### src/rtl/i2c_byte_master.sv
// i2c_byte_master: I2C master byte engine (optional START, 8 data bits MSB-first, ACK, optional STOP).
// Ports:
//   clk, rst                  system clock, synchronous active-high reset
//   cmd_valid/cmd_ready       command handshake; fields latched on accept
//   cmd_start/stop/read/ack   prepend START, append STOP, read byte, master ACK on read
//   cmd_wdata                 byte to write
//   rsp_valid                 one-cycle completion pulse
//   rsp_rdata, rsp_nack       read byte / slave NACK, held until the next rsp_valid
//   bus_owned                 START issued with no following STOP
//   scl_oe, sda_oe            1 = pull line low, 0 = release
//   scl_in, sda_in            sampled pads
// Macro I2C_CLOCK_STRETCH_EN: freeze the quarter counter in Q2 while a slave holds SCL low.
module i2c_byte_master #(
  parameter int CLK_DIV = 250
) (
  input  logic       clk,
  input  logic       rst,
  input  logic       cmd_valid,
  output logic       cmd_ready,
  input  logic       cmd_start,
  input  logic       cmd_stop,
  input  logic       cmd_read,
  input  logic       cmd_ack,
  input  logic [7:0] cmd_wdata,
  output logic       rsp_valid,
  output logic [7:0] rsp_rdata,
  output logic       rsp_nack,
  output logic       bus_owned,
  output logic       scl_oe,
  output logic       sda_oe,
  input  logic       scl_in,
  input  logic       sda_in
);
  typedef enum logic [2:0] {IDLE, START, DATA, ACK, STOP} state_t;
  state_t      state_q, state_d;
  logic [15:0] qcnt_q, qcnt_d;
  logic [1:0]  q_q, q_d;
  logic [2:0]  bit_q, bit_d;
  logic        stop_q, stop_d, rd_q, rd_d, ack_q, ack_d;
  logic [7:0]  wdata_q, wdata_d, sh_q, sh_d;
  logic        smp_q, smp_d;
  logic        ready_q, ready_d, rsp_valid_q, rsp_valid_d, nack_q, nack_d;
  logic [7:0]  rdata_q, rdata_d;
  logic        owned_q, owned_d, scl_q, scl_d, sda_q, sda_d;
  logic        freeze, tick, last, sample, done;
`ifdef I2C_CLOCK_STRETCH_EN
  // SCL is released throughout Q2, so a low pad here means a slave is stretching
  assign freeze = (state_q != IDLE) && (q_q == 2'd2) && !scl_in;
`else
  logic scl_unused;
  assign scl_unused = scl_in;
  assign freeze = 1'b0;
`endif
  assign tick   = (qcnt_q == 16'(CLK_DIV - 1)) && !freeze;
  assign last   = tick && (q_q == 2'd3);
  assign sample = (state_q != IDLE) && (q_q == 2'd2) && tick;
  assign done   = last && ((state_q == ACK && !stop_q) || state_q == STOP);
  always_comb begin
    state_d     = state_q;
    qcnt_d      = qcnt_q;
    q_d         = q_q;
    bit_d       = bit_q;
    stop_d      = stop_q;
    rd_d        = rd_q;
    ack_d       = ack_q;
    wdata_d     = wdata_q;
    sh_d        = sh_q;
    smp_d       = smp_q;
    owned_d     = owned_q;
    rdata_d     = rdata_q;
    nack_d      = nack_q;
    rsp_valid_d = 1'b0;
    if (state_q == IDLE) begin
      if (cmd_valid) begin
        state_d = cmd_start ? START : DATA;
        qcnt_d  = '0;
        q_d     = '0;
        bit_d   = 3'd7;
        stop_d  = cmd_stop;
        rd_d    = cmd_read;
        ack_d   = cmd_ack;
        wdata_d = cmd_wdata;
        owned_d = owned_q | cmd_start;
      end
    end else begin
      qcnt_d = tick ? '0 : qcnt_q + (freeze ? 16'd0 : 16'd1);
      q_d    = tick ? q_q + 2'd1 : q_q;
      if (sample && state_q == DATA) sh_d = {sh_q[6:0], sda_in};
      if (sample && state_q == ACK) smp_d = sda_in;
      if (last) begin
        case (state_q)
          START: state_d = DATA;
          DATA: begin
            state_d = (bit_q == 3'd0) ? ACK : DATA;
            bit_d   = bit_q - 3'd1;
          end
          ACK: state_d = stop_q ? STOP : IDLE;
          default: begin
            state_d = IDLE;
            owned_d = 1'b0;
          end
        endcase
      end
      if (done) begin
        rsp_valid_d = 1'b1;
        rdata_d     = rd_q ? sh_q : rdata_q;
        nack_d      = !rd_q && smp_q;
      end
    end
    // line drive is derived from the next state so it changes on the slot/quarter boundary edge
    ready_d = (state_d == IDLE);
    scl_d   = (state_d == IDLE) ? owned_d : (q_d < 2'd2);
    sda_d   = (state_d == START) ? (q_d == 2'd3) :
              (state_d == DATA)  ? (!rd_d && !wdata_d[bit_d]) :
              (state_d == ACK)   ? (rd_d && ack_d) :
              (state_d == STOP)  ? (q_d != 2'd3) : 1'b0;
  end
  always_ff @(posedge clk) begin
    if (rst) begin
      state_q     <= IDLE;
      qcnt_q      <= '0;
      q_q         <= '0;
      bit_q       <= '0;
      stop_q      <= 1'b0;
      rd_q        <= 1'b0;
      ack_q       <= 1'b0;
      wdata_q     <= '0;
      sh_q        <= '0;
      smp_q       <= 1'b0;
      owned_q     <= 1'b0;
      rdata_q     <= '0;
      nack_q      <= 1'b0;
      rsp_valid_q <= 1'b0;
      ready_q     <= 1'b1;
      scl_q       <= 1'b0;
      sda_q       <= 1'b0;
    end else begin
      state_q     <= state_d;
      qcnt_q      <= qcnt_d;
      q_q         <= q_d;
      bit_q       <= bit_d;
      stop_q      <= stop_d;
      rd_q        <= rd_d;
      ack_q       <= ack_d;
      wdata_q     <= wdata_d;
      sh_q        <= sh_d;
      smp_q       <= smp_d;
      owned_q     <= owned_d;
      rdata_q     <= rdata_d;
      nack_q      <= nack_d;
      rsp_valid_q <= rsp_valid_d;
      ready_q     <= ready_d;
      scl_q       <= scl_d;
      sda_q       <= sda_d;
    end
  end
  assign cmd_ready = ready_q;
  assign rsp_valid = rsp_valid_q;
  assign rsp_rdata = rdata_q;
  assign rsp_nack  = nack_q;
  assign bus_owned = owned_q;
  assign scl_oe    = scl_q;
  assign sda_oe    = sda_q;
endmodule

### config.mk
export PLATFORM = sky130hd
export DESIGN_NAME = i2c_byte_master
export DESIGN_NICKNAME = d
export VERILOG_FILES = /design/src/rtl/i2c_byte_master.sv
export SDC_FILE = /design/constraint.sdc
export NUM_CORES = 1
export LEC_CHECK = 0
export ABC_AREA = 1
export ABC_CLOCK_PERIOD_IN_PS = 2630
export CORE_MARGIN = 8
export CORE_UTILIZATION = 50
export CTS_CLUSTER_DIAMETER = 150
export DETAILED_ROUTE_END_ITERATION = 10
export PLACE_DENSITY = 0.76
export SETUP_SLACK_MARGIN = 0.5
export SYNTH_ARGS = -nofsm -noshare
export SYNTH_HDL_FRONTEND = slang
export SYNTH_SLANG_ARGS = --single-unit
### constraint.sdc
create_clock -name clk -period 2.63 [get_ports clk]
set_clock_uncertainty 0.2 [all_clocks]
set_input_delay 0.526 -clock clk [delete_from_list [all_inputs] [get_ports clk]]
set_output_delay 0.526 -clock clk [all_outputs]
set_load 0.05 [all_outputs]
=== Word-level counts from Yosys, hierarchy flattened ===
Index checks and enable logic that the tools add are counted.

* Order comparisons: 2
* Equality and inequality tests: 14
* Reduce and logical (&&, ||, !) cells: 26
* $add $sub $neg: 3
* Bitwise operators: 2
* Multiplexer cells: 35

{| class="wikitable"
|+ Operators by type and width
! cell !! number
|-
| 16-bit two-way mux || 3
|-
| 3-bit two-way mux || 8
|-
| 16-bit by 1-bit adder with 16-bit output, second input constant || 1
|-
| 16-bit by 8-bit == test with 1-bit output, second input constant || 1
|-
| 1-bit two-way mux || 16
|-
| 8-bit two-way mux || 2
|-
| 3-bit by 2-bit == test with 1-bit output, second input constant || 4
|-
| 1-bit logical AND || 10
|-
| 3-bit zero test || 3
|-
| 3-bit one-hot mux with 3 select lines || 1
|-
| 2-bit two-way mux || 4
|-
| 2-bit AND reduction || 4
|-
| 2-bit == test, second input constant || 3
|-
| 3-bit by 1-bit == test with 1-bit output, second input constant || 2
|-
| 3-bit == test, second input constant || 2
|-
| 1-bit zero test || 4
|-
| 3-bit by 4-bit less-than comparator with 1-bit output, second input constant || 1
|-
| 2-bit inequality test, second input constant || 2
|-
| 1-bit binary-select mux with 3-bit select || 1
|-
| 3-bit AND reduction || 1
|-
| 3-bit nonzero test || 1
|-
| 3-bit OR reduction || 1
|-
| 3-bit by 1-bit subtractor with 3-bit output, second input constant || 1
|-
| 2-bit by 1-bit adder with 2-bit output, second input constant || 1
|-
| 5 further kinds || 5
|}

* Bits of input ports: 17
* Logic and storage cells: 99
* Output and inout bits: 14
* Bits in registers: 58

=== Depth between registers and ports, before layout ===
Gate-level depths: netlist (run 1).

* Depth after elaboration: 10
* Depth in mapped cells: 15
* Gate-level depth less buffers: 15

=== Least setup slack after synthesis (run 1) ===
No wires, ideal clock.

* Kind: reg2reg
* Start point: register qcnt_q[0]
* End point: register scl_q, in the netlist scl_oe
* Clock period less this slack: 1,862 ps
* Slack: 768 ps
* Buffers on the path: 0
* Data required time: 2,307 ps
* Stages on the path, launching flop included: 13
* Library setup time: 123 ps
* Arrival: 1,539 ps
* Cell sequence: dfxtp_1 -> ha_1 -> nand3_1 -> nor2_4 -> nand3_4 -> inv_2 -> o21ai_2 -> o21ai_2 -> inv_1 -> nor2_1 -> nand2_1 -> a21oi_1 -> a31oi_1

* Longest elaborated chain between the ends: 6
* Elaborated cells on any way between the ends: 11
* Classes of those cells: order compare: 1; eq/ne: 1; mux: 7; reduce/logical: 2

{| class="wikitable"
|+ Ends and longest elaborated chain
! item !! RTL line !! text
|-
| from (decl) || 36 || <nowiki>logic [15:0] qcnt_q, qcnt_d;</nowiki>
|-
| from (signal assigned) || 139 || <nowiki>qcnt_q <= qcnt_d;</nowiki>
|-
| 16-bit by 8-bit == test with 1-bit output * || 54 || <nowiki>assign tick = (qcnt_q == 16'(CLK_DIV - 1)) && !freeze;</nowiki>
|-
| branches (longest 4 deep; another with 2-bit less-than comparator) || -- ||
|-
| 1-bit two-way mux * || 112 || <nowiki>scl_d = (state_d == IDLE) ? owned_d : (q_d < 2'd2);</nowiki>
|-
| to (signal assigned) || 153 || <nowiki>scl_q <= scl_d;</nowiki>
|-
| to (decl) || 44 || <nowiki>logic owned_q, owned_d, scl_q, scl_d, sda_q, sda_d;</nowiki>
|}

Every way passes the cells marked *.
A chain may end at the register's enable or synchronous reset.

=== Worst setup path in the final report (run 1) ===
* Start point: register qcnt_q[1]
* End point: register sda_q, in the netlist sda_oe

* Longest elaborated chain between the ends: 10
* Elaborated cells on any way between the ends: 22
* Classes of those cells: eq/ne: 7; mux: 12; reduce/logical: 3

{| class="wikitable"
|+ Ends and longest elaborated chain
! item !! RTL line !! text
|-
| 16-bit by 8-bit == test with 1-bit output * || 54 ||
|-
| 1-bit logical AND || 55 || <nowiki>assign last = tick && (q_q == 2'd3);</nowiki>
|-
| 3-bit two-way mux || 90 || <nowiki>if (last) begin</nowiki>
|-
| 3-bit two-way mux || 73 || <nowiki>if (state_q == IDLE) begin</nowiki>
|-
| 1-bit binary-select mux with 3-bit select || 114 || <nowiki>(state_d == DATA) ? (!rd_d && !wdata_d[bit_d]) :</nowiki>
|-
| 1-bit two-way mux (not written as such) || 114 ||
|-
| 1-bit zero test || 114 ||
|-
| 1-bit logical AND || 114 ||
|-
| 1-bit two-way mux || 114 ||
|-
| 1-bit two-way mux * || 113 || <nowiki>sda_d = (state_d == START) ? (q_d == 2'd3) :</nowiki>
|-
| to (signal assigned) || 136 || <nowiki>sda_q <= 1'b0;</nowiki>
|-
| to (signal assigned) || 154 || <nowiki>sda_q <= sda_d;</nowiki>
|-
| to (decl) || 44 ||
|}

Every way passes the cells marked *; elsewhere a longest branch is shown, timed or not. The select of a mux whose other input is x is not followed.

==> results.md, run 1 <==
- The flow ran to the end, and the final reports show no timing, DRC or antenna violations.
- The floorplan has 28 rows.
- The startpoint of the lowest-slack register-to-register path is qcnt_q[1].
- The antenna diode count is 0.
- The number of logic stages on the critical path including buffering is 15.
- Across the VDD grid, the largest voltage drop is 405 uV.
- Clock tree synthesis found a total of 58 sinks.
- The number of cells produced by synthesis is 406.
- The worst path in the final design needs a cycle of 2.01 ns, including I/O delays and setup.
- The aggregate global-route resource usage is 15.8%.
- Power spread over the standard cell area amounts to 590 mW/mm^2.
- The critical register-to-register path endpoint is sda_oe.
- After synthesis the cells add up to 0.00300 sq mm.
- The layout has 524 filler cells.
- Setup repair after global routing could not meet its margin everywhere.
- The number of nets still failing antenna checks after routing is 0.
- The number of placed instances with taps included is 508.
- The clock tree from TritonCTS is built.
- The data required time at the worst endpoint is 2.67 ns.
- The fmax is 497 MHz.
- The final core utilization is 63.2%.
- Yosys printed 0 warnings.
- The post-cts hold buffer count is 0.
- The final-report hold violation count was 0.
- The cell that appears most often on the critical path is sky130_fd_sc_hd__nand2_1.
- The CTS clock-pin slew for the worst setup and hold paths is 0.07 ns.
- Synthesis produced a netlist with a net count of 429.
- After detailed routing, the number of remaining DRC violations is 0.
- The type of the worst min-delay path is reg2reg.
- The proportion of synthesized chip area in sequential cells is 38.8%.
- The most frequently used flop master after synthesis is sky130_fd_sc_hd__dfxtp_1.
- The H-tree was split into 3 levels.
- The initial core utilization is 51.2%.
- In this run the worst path has a maximum fanout of 3.
- The number of synthesized register bits is 58.
- Entering global routing, the biggest net connects 30 pins.
- Of the available clock period, the critical path in the final layout requires 76.4%.
- The count of buffers added on input and output ports is 29.
- Headroom to the max-slew limit came out at 61.0%.
- Counting both buffers and inverters, the worst setup path holds a total of 2.
- The power after layout is 0.00218 W.
- The floorplan step set the die width to 93.4 microns.
- The detailed router finished its first iteration with 146 violations.
- The max-slew violation count is 0.
- TritonCTS created 9 clock buffers.
- The number of cells in the finished layout apart from fillers is 527.
- The category of the most critical setup path is reg2reg.
- The endpoint of the most critical setup path is sda_oe.
- The sum of negative setup slack is 0 ns.
- The die outline height is 93.4 microns.
- Of the cells placed in the final design, the portion with a size suffix greater than 1 is 22.1%.
- The max-capacitance violation count is 0.
- In the final routed layout, each cell accounts on average for 12.4 microns.
- Registers take 0.00117 sq mm.
- The minimum hold slack is 0.242 ns.
- Among all stages on the critical path, the largest delay is contributed by sky130_fd_sc_hd__dfxtp_1.
- The worst setup path is captured at a register.
- The first global-routing pass estimated 11200 microns of wire.
- Pin placement for this block handled 31 I/O pins.
- At the pin with the least slew margin, the transition time is 0.585 ns.
- Counting cells, the worst reg-to-reg path comes to 15.
- The stage delay of the slowest cell on the critical path is 0.34 ns.
- The sum of net half-perimeters after detailed placement is 4760 microns.
- The static leakage power is 1.58 nW.
- The routability congestion estimate is 0.830.
- The critical path arrival is 2.05 ns.
- Walking the worst path, the cells encountered are inv_2 -> ha_4 -> nand2_2 -> nor2_4 -> nand2_4 -> nor2_4 -> nand2_4 -> nand2_1 -> nand2_2 -> inv_2 -> nand3_1 -> nand2_1 -> nand2_1 -> nand3_1 -> a21oi_2.
- The library cell with the largest summed area after synthesis is sky130_fd_sc_hd__dfxtp_1.
- The minimum setup slack among reg-to-reg paths is 0.62 ns.
- The footprint of the multi-input gates is 0.00164 sq mm.
- The die outline area is 0.00872 sq mm.
- The root buffer selected by CTS is sky130_fd_sc_hd__clkbuf_8.
- The number of antenna violations at the first check in global routing is 0.
- The area growth from synthesis to layout is 23.4%.
- Summing over every cut layer, the via total after detailed routing is 2721.
- The number of global-route vias before repair is 2567.
- Setup violations remaining at the end of the flow were counted as 0.
- Dividing the detail-routed via count by the number of cells gives 5.16.
- In this run the biggest area consumer among cell types represents 38.8% of the synthesized area.
- The number of flops mapped to enable cells by yosys is 0.
- The kind of cell with the highest combined delay on the critical path is simple AND/OR/NAND/NOR gates.
- Yosys attributes the largest share of cell area to sky130_fd_sc_hd__dfxtp_1 (39%), sky130_fd_sc_hd__nand2_1 (8.4%), sky130_fd_sc_hd__nor2_1 (6.1%), sky130_fd_sc_hd__inv_1 (5.4%), sky130_fd_sc_hd__a21oi_1 (4.0%).
- After synthesis, the share of flip-flops with an asynchronous set or reset is 0%.
- The aggregate routed wire length is 6540 microns.
- The startpoint kind of the worst setup timing path is a register.
- The floorplan step defined a core boundary enclosing 0.00585 sq mm.
- Before antenna repair, the detailed router went through 4 iterations.
- The final net count is 470.
- The distinct cell type count of the synthesized netlist is 42.
- A synthesized cell averages 7.38 sq um.
- For this run the aggregate overflow at the end of global routing stands at 0.
- The clock network latency to the later pin of the worst-skew pair is 0.34 ns.
- The maximum buffer depth of the clock tree is 2.
- The most critical setup path has its startpoint at qcnt_q[1].
-- kinds of logic (layout without fill, tap and decap cells) --
| family | after synthesis | count (layout) | share of synthesized area, % |
|---|---|---|---|
| simple gates | 200 | 200 | 34.3 |
| compound gates | 70 | 70 | 13.9 |
| buf+inv | 67 | 113 | 8.94 |
| flops | 58 | 58 | 38.8 |
| fa+ha+maj | 6 | 6 | 2.51 |
| mux | 5 | 5 | 1.67 |
-- cell usage after synthesis, types with 5 or more instances --
cell type                  count
sky130_fd_sc_hd__ha_1          6
sky130_fd_sc_hd__mux2i_1       5
sky130_fd_sc_hd__nand3_1      24
sky130_fd_sc_hd__o21ai_1       7
sky130_fd_sc_hd__nor2_2       10
sky130_fd_sc_hd__nand2_2       5
sky130_fd_sc_hd__dfxtp_1      58
sky130_fd_sc_hd__a21oi_1      24
sky130_fd_sc_hd__nand2_4       6
sky130_fd_sc_hd__inv_1        43
sky130_fd_sc_hd__o21ai_0      19
sky130_fd_sc_hd__inv_2        12
sky130_fd_sc_hd__nor4_1        8
sky130_fd_sc_hd__nand2_1      67
sky130_fd_sc_hd__nor3_1       10
sky130_fd_sc_hd__clkbuf_1      5
sky130_fd_sc_hd__nor2_1       49
-- layer usage --
layer	track usage (%)	vias up	share of wire (%)
li1	-	1414	-
met2	25.0	53	49
met3	4.33	13	4.8
met5	0	-	0
met1	19.3	1241	45
met4	8.05	0	1.9
-- tightest hold or removal path, cell delays in order (launching register included) --
cell                      delay [ns]
sky130_fd_sc_hd__dfxtp_1        0.30
sky130_fd_sc_hd__inv_1          0.04
sky130_fd_sc_hd__a21oi_1        0.05
-- area by class of cell --
class / instances / share of cell area [%]
clock inverters: 6 / 2.17
repair buffers: 39 / 9.48
flip-flops and latches: 58 / 31.7
clock buffers: 10 / 3.72
inverters: 58 / 5.96
well taps: 75 / 2.54
multi-input cells: 281 / 44.5
-- power by group --
group | internal [W] | switching, W | total [W] | leakage (nW)
registers | 0.000912 | 0.0000184 | 0.000930 | 0.475
clock network | 0.000552 | 0.000348 | 0.000900 | 0.116
logic | 0.000130 | 0.000221 | 0.000350 | 0.992
-- placed cells by master (no fill, tap or decap), types with 13 or more instances in the layout --
cell type / synthesis / final
sky130_fd_sc_hd__inv_1: 43 / 42
sky130_fd_sc_hd__nor2_2: 10 / 13
sky130_fd_sc_hd__a21oi_1: 24 / 23
sky130_fd_sc_hd__dfxtp_1: 58 / 50
sky130_fd_sc_hd__inv_2: 12 / 13
sky130_fd_sc_hd__clkdlybuf4s50_1: 0 / 14
sky130_fd_sc_hd__dlygate4sd2_1: 0 / 14
sky130_fd_sc_hd__o21ai_0: 19 / 19
sky130_fd_sc_hd__nand2_1: 67 / 64
sky130_fd_sc_hd__nand3_1: 24 / 23
sky130_fd_sc_hd__nor2_1: 49 / 44
-- worst min-delay path by stage --
| stage | slack [ns] | endpoint | cells after the start | start |
|---|---|---|---|---|
| global placement | 0.23 | rsp_rdata[3] | 2 | rsp_rdata[3] |
| finish | 0.24 | rsp_rdata[4] | 2 | rsp_rdata[4] |
| floorplan | 0.24 | smp_q | 2 | smp_q |
| CTS | 0.25 | rsp_rdata[0] | 2 | rsp_rdata[0] |
| global route | 0.25 | rsp_rdata[4] | 2 | rsp_rdata[4] |
| detailed placement | 0.24 | rsp_rdata[4] | 2 | rsp_rdata[4] |
-- sequential cells by signal, indices dropped and copies added, names as in the netlist, 2 cells and up --
| signal | count |
|---|---|
| wdata_q | 8 |
| q_q | 2 |
| state_q | 3 |
| rsp_rdata | 8 |
| qcnt_q | 16 |
| bit_q | 3 |
| sh_q | 8 |
-- through the flow --
step	cell area [sq um]	setup WS (ns)
after floorplan	3000	0.768
after global placement	3380	0.192
after detailed placement	3380	0.165
after CTS	3590	0.529
after global routing	3700	0.453
final	3700	0.620
-- repair_timing --
action,4_1_cts,5_1_grt
setup buffers,0,3
setup endpoints to repair,16,7
resized for setup,16,27
pin swaps,0,5
No activity file was read; power rests on OpenSTA's default activity.
==> inputs of run 2 (changes only) <==
--- a/config.mk
+++ b/config.mk
@@ -6,7 +6,7 @@
 export NUM_CORES = 1
 export LEC_CHECK = 0
 export ABC_AREA = 1
-export ABC_CLOCK_PERIOD_IN_PS = 2630
+export ABC_CLOCK_PERIOD_IN_PS = 2100
 export CORE_MARGIN = 8
 export CORE_UTILIZATION = 50
 export CTS_CLUSTER_DIAMETER = 150
==> constraint.sdc (replaced) <==
create_clock -name clk -period 2.1 [get_ports clk]
set_clock_uncertainty 0.2 [all_clocks]
set_input_delay 0.42 -clock clk [delete_from_list [all_inputs] [get_ports clk]]
set_output_delay 0.42 -clock clk [all_outputs]
set_load 0.05 [all_outputs]
==> results.md, run 2 (same netlist as run 1, synthesis figures left out) <==
- Run status: completed (unchanged).
- The highest ir drop seen on vdd was 462 uV (was 405 uV).
- The antenna diode count is 0 (unchanged).
- The global-route wire length before repair is 12700 microns (was 11200 microns).
- The category of the worst setup path capture point is a register (unchanged).
- Leading cell types in the layout, fill and taps excluded: sky130_fd_sc_hd__buf_4 (57), sky130_fd_sc_hd__nand2_1 (47), sky130_fd_sc_hd__dfxtp_1 (41) (was sky130_fd_sc_hd__nand2_1 (64), sky130_fd_sc_hd__dfxtp_1 (50), sky130_fd_sc_hd__nor2_1 (44)).
- The post-route DRC violation count is 0 (unchanged).
- The total power density per cell area is 663 mW/mm^2 (was 590 mW/mm^2).
- The aggregate routed wire length is 9360 microns (was 6540 microns).
- The slew at the pin closest to its max-slew limit is 0.359 ns (was 0.585 ns).
- The CTS clock-pin slew for the worst setup and hold paths came to 0.08 ns (was 0.07 ns).
- The type of the worst min-delay path is reg2reg (unchanged).
- The total CTS buffers is 9 (unchanged).
- The via count is 3172 (was 2721).
- The maximum buffer depth of the clock tree is 2 (unchanged).
- The total of buffers placed on input and output ports was 29 (unchanged).
- The static leakage power is 1.87 nW (was 1.58 nW).
- The initial core utilization is 51.2% (unchanged).
- The max-slew violation count is 0 (unchanged).
- The setup-violating endpoint count in the final report is 0 (unchanged).
- The number of antenna violations at the first check in global routing came to 0 (unchanged).
- The commonest non-fill, non-tap cell in the layout is sky130_fd_sc_hd__buf_4 (was sky130_fd_sc_hd__nand2_1).
- The category of the most critical setup path is reg2reg (unchanged).
- The area growth from synthesis to layout is 54.1% (was 23.4%).
- The number of nets still failing antenna checks after routing is 0 (unchanged).
- The critical path arrival is 2.12 ns (was 2.05 ns).
- The root buffer selected by CTS is sky130_fd_sc_hd__clkbuf_8 (unchanged).
- The placeable core area is 0.00585 sq mm (unchanged).
- The highest fanout seen on the critical path is 3 (unchanged).
- The stage delay of the slowest cell on the critical path was 0.33 ns (was 0.34 ns).
- The kind of cell with the highest combined delay on the critical path is simple AND/OR/NAND/NOR gates (unchanged).
- The final worst setup slack was 0.0271 ns (was 0.620 ns).
- The maximum number of pins on one net before global-route repair was 29 (was 30).
- The final core utilization was 78.9% (was 63.2%).
- The minimum hold slack is 0.244 ns (was 0.242 ns).
- The die outline height is 93.4 microns (unchanged).
- The number of buffers and inverters on the critical path is 2 (unchanged).
- The final critical path time including I/O delays and setup is 2.07 ns (was 2.01 ns).
- The number of design-rule violations left by the first detailed-router iteration is 245 (was 146).
- The number of levels the H-tree was split into is 3 (unchanged).
- The number of flip-flops under the largest register name is 16 (unchanged).
- The fmax came to 482 MHz (was 497 MHz).
- The routability congestion estimate is 0.807 (was 0.830).
- Cells along the critical path: inv_2 -> ha_4 -> nand2_4 -> nor2_4 -> nand2_4 -> buf_4 -> nor2_4 -> o21ai_1 -> nor2_2 -> nand3b_1 -> nand2_1 -> nor2_1 -> a21oi_2 (was inv_2 -> ha_4 -> nand2_2 -> nor2_4 -> nand2_4 -> nor2_4 -> nand2_4 -> nand2_1 -> nand2_2 -> inv_2 -> nand3_1 -> nand2_1 -> nand2_1 -> nand3_1 -> a21oi_2).
- RSZ-0062 raised after global routing: yes (unchanged).
- The final-report hold violation count is 0 (unchanged).
- The power after layout is 0.00306 W (was 0.00218 W).
- The share of post-route cells with drive strength above 1 is 49.2% (was 22.1%).
- The aggregate global-route resource usage was 17.8% (was 15.8%).
- The number of clock sinks is 58 (unchanged).
- The relative slew slack is 76.0% (was 61.0%).
- The final worst-path cycle share is 98.7% (was 76.4%).
- The post-cts hold buffer count is 0 (unchanged).
- The startpoint kind of the worst setup timing path is a register (unchanged).
- The die outline area is 0.00872 sq mm (unchanged).
- The final net count is 520 (was 470).
- The clock network latency to the later pin of the worst-skew pair is 0.35 ns (was 0.34 ns).
- The data required time at the worst endpoint is 2.15 ns (was 2.67 ns).
- The max-capacitance violation count is 0 (unchanged).
- The number of global-route vias before repair is 2880 (was 2567).
- The average via count per standard cell is 5.50 (was 5.16).
- The slowest stage cell on the critical path was sky130_fd_sc_hd__dfxtp_2 (was sky130_fd_sc_hd__dfxtp_1).
- The average routed wire per standard cell is 16.2 microns (was 12.4 microns).
- The die extent in x came to 93.4 microns (unchanged).
- The register bank with the most flops is qcnt_q (unchanged).
- The row count is 28 (unchanged).
- The post-placement worst setup slack is -0.140 ns (was 0.165 ns).
- The number of placed I/O pins came to 31 (unchanged).
- The sum of net half-perimeters after detailed placement is 4830 microns (was 4760 microns).
- The number of search-and-repair iterations in the first detailed-routing pass came to 4 (unchanged).
- The global-route congestion overflow total is 0 (unchanged).
- The clock tree from TritonCTS is built (unchanged).
-- run 2: layout make-up --
type	instances	area (sq um)
inverters	58	244
multi-input cells	281	2070
repair inverters	2	13.8
clock inverters	6	95.1
well taps	75	93.8
flip-flops and latches	58	1200
repair buffers	87	756
clock buffers	10	149
fillers	336	1230
-- run 2: path summary, 6_finish.rpt --
kind                startpoint            to  slack, ns  depth (start not counted)
hold / removal    rsp_rdata[7]  rsp_rdata[7]       0.24                          2
setup / recovery     qcnt_q[1]        sda_oe       0.03                         13
setup reg to reg     qcnt_q[1]        sda_oe       0.03                         13
hold reg to reg   rsp_rdata[7]  rsp_rdata[7]       0.24                          2
-- run 2: per-stage QoR --
step	cells	area [sq um]	setup TNS [ns]
6_report	577	4620	0
5_1_grt	577	4620	-0.112
4_1_cts	549	4020	0
3_5_place_dp	522	3580	-0.194
3_3_place_gp	522	3580	-0.134
2_1_floorplan	406	3090	0
-- run 2: worst reg2reg max path: cells and delay by family (launching register included) --
family | cells | cell delay [ns]
and+or+nand+nor | 8 | 0.87
DFF | 1 | 0.33
buffers and inverters | 2 | 0.23
adders and majority gates | 1 | 0.17
AOI/OAI and AO/OA | 2 | 0.17
-- run 2: report_power, final --
group          total, W  internal [W]  switching (W)  leakage (nW)
Combinational  0.000633      0.000271       0.000362          1.27
Clock           0.00127      0.000750       0.000520         0.122
Sequential      0.00116       0.00113      0.0000261         0.482
-- run 2: what timing repair did --
action	4_1_cts	5_1_grt
endpoints found under the setup margin	48	54
pin swaps	10	41
cloned	1	1
resized for setup	56	102
buffers inserted	10	27
-- run 2: per-layer routing --
metal	part of all wire (%)	track usage, %	up-vias
met3	5.0	4.65	29
met1	38	19.9	1513
met4	3.6	9.53	0
li1	-	-	1528
met2	53	30.3	102
met5	0	0	-
==> inputs of run 3 (changes only) <==
--- a/config.mk
+++ b/config.mk
@@ -7,10 +7,12 @@
 export LEC_CHECK = 0
 export ABC_AREA = 1
 export ABC_CLOCK_PERIOD_IN_PS = 2100
+export CAP_MARGIN = 20
 export CORE_MARGIN = 8
 export CORE_UTILIZATION = 50
 export CTS_CLUSTER_DIAMETER = 150
 export DETAILED_ROUTE_END_ITERATION = 10
+export MAX_ROUTING_LAYER = met4
 export PLACE_DENSITY = 0.76
 export SETUP_SLACK_MARGIN = 0.5
 export SYNTH_ARGS = -nofsm -noshare
==> results.md, run 3 (same netlist as run 1, synthesis figures left out) <==
- The static leakage power is 1.81 nW (was 1.87 nW).
- The share of post-route cells with drive strength above 1 is 44.9% (was 49.2%).
- The number of design-rule violations left by the first detailed-router iteration came to 186 (was 245).
- The final-report hold violation count is 0 (unchanged).
- The root buffer selected by CTS is sky130_fd_sc_hd__clkbuf_8 (unchanged).
- The aggregate global-route resource usage is 18.3% (was 17.8%).
- The total of fill cells in the finished design is 364 (was 336).
- The clock tree from TritonCTS is built (unchanged).
- The number of search-and-repair iterations in the first detailed-routing pass came to 5 (was 4).
- The commonest non-fill, non-tap cell in the layout is sky130_fd_sc_hd__nand2_1 (was sky130_fd_sc_hd__buf_4).
- The maximum number of pins on one net before global-route repair is 29 (unchanged).
- The total CTS buffers came to 9 (unchanged).
- The die outline area is 0.00872 sq mm (unchanged).
- Cells along the critical path: inv_2 -> ha_4 -> nand2_4 -> nor2_4 -> nand2_4 -> buf_4 -> nor2_4 -> o21ai_1 -> nor2_2 -> nand3b_1 -> nand2_1 -> nor2_1 -> a21oi_2 (unchanged).
- The number of placed instances with taps included is 522 (unchanged).
- The power after layout came to 0.00306 W (about the same).
- The setup-violating endpoint count in the final report is 0 (unchanged).
- The sum of net half-perimeters after detailed placement is 4830 microns (unchanged).
- Leading cell types in the layout, fill and taps excluded: sky130_fd_sc_hd__nand2_1 (54), sky130_fd_sc_hd__buf_4 (52), sky130_fd_sc_hd__dfxtp_1 (42) (was sky130_fd_sc_hd__buf_4 (57), sky130_fd_sc_hd__nand2_1 (47), sky130_fd_sc_hd__dfxtp_1 (41)).
- The row count is 28 (unchanged).
- The final net count is 512 (was 520).
- The die extent in x came to 93.4 microns (unchanged).
- The category of the worst setup path capture point was a register (unchanged).
- The number of flip-flops under the largest register name was 16 (unchanged).
- The global-route wire length before repair came to 12700 microns (unchanged).
- The startpoint kind of the worst setup timing path is a register (unchanged).
- The max-capacitance violation count is 0 (unchanged).
- The clock network latency to the later pin of the worst-skew pair was 0.35 ns (about the same).
- The routability congestion estimate is 0.819 (was 0.807).
- The post-route standard cell area excluding fillers is 0.00441 sq mm (was 0.00462 sq mm).
- The total of buffers placed on input and output ports is 29 (unchanged).
- The average routed wire per standard cell came to 15.7 microns (was 16.2 microns).
- The initial core utilization was 51.2% (unchanged).
- The stage delay of the slowest cell on the critical path came to 0.34 ns (was 0.33 ns).
- The sequential fraction of design power came to 38.1% (was 37.9%).
- The slew at the pin closest to its max-slew limit was 0.364 ns (was 0.359 ns).
- The register cell area after layout is 0.00119 sq mm (was 0.00120 sq mm).
- The number of nets still failing antenna checks after routing is 0 (unchanged).
- The number of clock sinks is 58 (unchanged).
- The maximum buffer depth of the clock tree is 2 (unchanged).
- The switching share of power is 29.7% (was 29.6%).
- The minimum hold slack is 0.245 ns (was 0.244 ns).
- The type of the worst min-delay path is reg2reg (unchanged).
- The highest fanout seen on the critical path came to 3 (unchanged).
- The area growth from synthesis to layout is 47.4% (was 54.1%).
- The number of cells in the finished layout apart from fillers came to 569 (was 577).
- The via count is 3112 (was 3172).
- The highest ir drop seen on vdd is 463 uV (was 462 uV).
- The number of global-route vias before repair is 2874 (was 2880).
- The slowest stage cell on the critical path is sky130_fd_sc_hd__dfxtp_2 (unchanged).
- The final critical path time including I/O delays and setup was 2.07 ns (about the same).
- Run status: completed (unchanged).
- The post-cts hold buffer count is 0 (unchanged).
- The data required time at the worst endpoint was 2.15 ns (about the same).
- The post-placement worst setup slack came to -0.140 ns (unchanged).
- The max-slew violation count was 0 (unchanged).
- The aggregate routed wire length was 8910 microns (was 9360 microns).
- The critical path arrival is 2.12 ns (about the same).
- The kind of cell with the highest combined delay on the critical path is simple AND/OR/NAND/NOR gates (unchanged).
- The global-route congestion overflow total is 0 (unchanged).
- The final worst setup slack is 0.0318 ns (was 0.0271 ns).
- The average via count per standard cell came to 5.47 (was 5.50).
- The area after detailed placement came to 0.00358 sq mm (unchanged).
- The category of the most critical setup path was reg2reg (unchanged).
- The post-route DRC violation count is 0 (unchanged).
- The net switching power of the design was 0.000910 W (was 0.000908 W).
- The final worst-path cycle share is 98.5% (was 98.7%).
- The register bank with the most flops is qcnt_q (unchanged).
- The fmax is 484 MHz (was 482 MHz).
- The number of levels the H-tree was split into came to 3 (unchanged).
- The internal power consumption is 0.00215 W (about the same).
- The number of placed I/O pins is 31 (unchanged).
- The CTS clock-pin slew for the worst setup and hold paths is 0.08 ns (about the same).
- The part of the power in the clock network is 41.7% (was 41.5%).
- The number of antenna violations at the first check in global routing is 0 (unchanged).
- The relative slew slack came to 75.5% (was 76.0%).
- The placeable core area came to 0.00585 sq mm (unchanged).
- The share of total power in combinational logic came to 20.2% (was 20.7%).
- The footprint of the multi-input gates was 0.00194 sq mm (was 0.00207 sq mm).
- The die outline height is 93.4 microns (unchanged).
- The number of buffers and inverters on the critical path was 2 (unchanged).
- RSZ-0062 raised after global routing: yes (unchanged).
- The total power density per cell area is 693 mW/mm^2 (was 663 mW/mm^2).
- The antenna diode count was 0 (unchanged).
-- run 3: changes by cell type in the layout (fill, tap and decap cells not counted), moves of 4 or more --
cell and change:
sky130_fd_sc_hd__inv_4 -5, sky130_fd_sc_hd__nand2_1 +7, sky130_fd_sc_hd__nand2_2 -6, sky130_fd_sc_hd__buf_4 -5, sky130_fd_sc_hd__nor2_2 +4, sky130_fd_sc_hd__nor2_4 -7
-- run 3: worst reg2reg max path, stage by stage, from the launching register on --
cell	delay (ns)
sky130_fd_sc_hd__dfxtp_2	0.34
sky130_fd_sc_hd__inv_2	0.08
sky130_fd_sc_hd__ha_4	0.16
sky130_fd_sc_hd__nand2_4	0.06
sky130_fd_sc_hd__nor2_4	0.12
sky130_fd_sc_hd__nand2_4	0.11
sky130_fd_sc_hd__buf_4	0.16
sky130_fd_sc_hd__nor2_4	0.09
sky130_fd_sc_hd__o21ai_1	0.10
sky130_fd_sc_hd__nor2_2	0.16
sky130_fd_sc_hd__nand3b_1	0.13
sky130_fd_sc_hd__nand2_1	0.06
sky130_fd_sc_hd__nor2_1	0.13
sky130_fd_sc_hd__a21oi_2	0.07
-- run 3: power by group through the flow --
stage	logic [W]	registers [W]	clock network [W]
finish	0.000620	0.00117	0.00128
global route	0.000670	0.00117	0.00133
CTS	0.000509	0.00116	0.00127
detailed placement	0.000472	0.00119	0
global placement	0.000462	0.00119	0
floorplan	0.000279	0.00121	0
-- run 3: through the flow --
step | TNS [ns] | utilization (%)
3_5_place_dp | -0.194 | 61.2
6_report | 0 | 75.4
4_1_cts | 0 | 68.7
2_1_floorplan | 0 | -
5_1_grt | -0.150 | 75.4
3_3_place_gp | -0.134 | 61.2
-- run 3: final timing paths --
kind                                   start      endpoint  slack [ns]  cells past startpoint
worst max-delay path               qcnt_q[1]        sda_oe        0.03                     13
worst min-delay path            rsp_rdata[7]  rsp_rdata[7]        0.25                      2
worst min register to register  rsp_rdata[7]  rsp_rdata[7]        0.25                      2
worst max register to register     qcnt_q[1]        sda_oe        0.03                     13
-- run 3: timing repair --
action | in CTS | in global routing
cloned | 1 | 1
pin swaps | 10 | 27
buffers inserted | 10 | 19
gates resized for setup | 56 | 64
endpoints found under the setup margin | 48 | 54
-- run 3: layer usage --
layer	up-vias	GRT usage, %	routed length, microns
met5	-	-	0
met4	0	9.53	333
met2	91	30.4	4640
met1	1483	20.1	3530
li1	1509	-	-
met3	29	4.17	412
-- run 3: final cells by class --
class | count | area share, %
Multi-Input combinational cell | 281 | 44.0
Timing Repair Buffer | 80 | 15.8
Clock inverter | 6 | 2.15
Timing Repair inverter | 1 | 0.170
Tap cell | 75 | 2.13
Sequential cell | 58 | 27.0
Inverter | 58 | 5.41
Clock buffer | 10 | 3.37
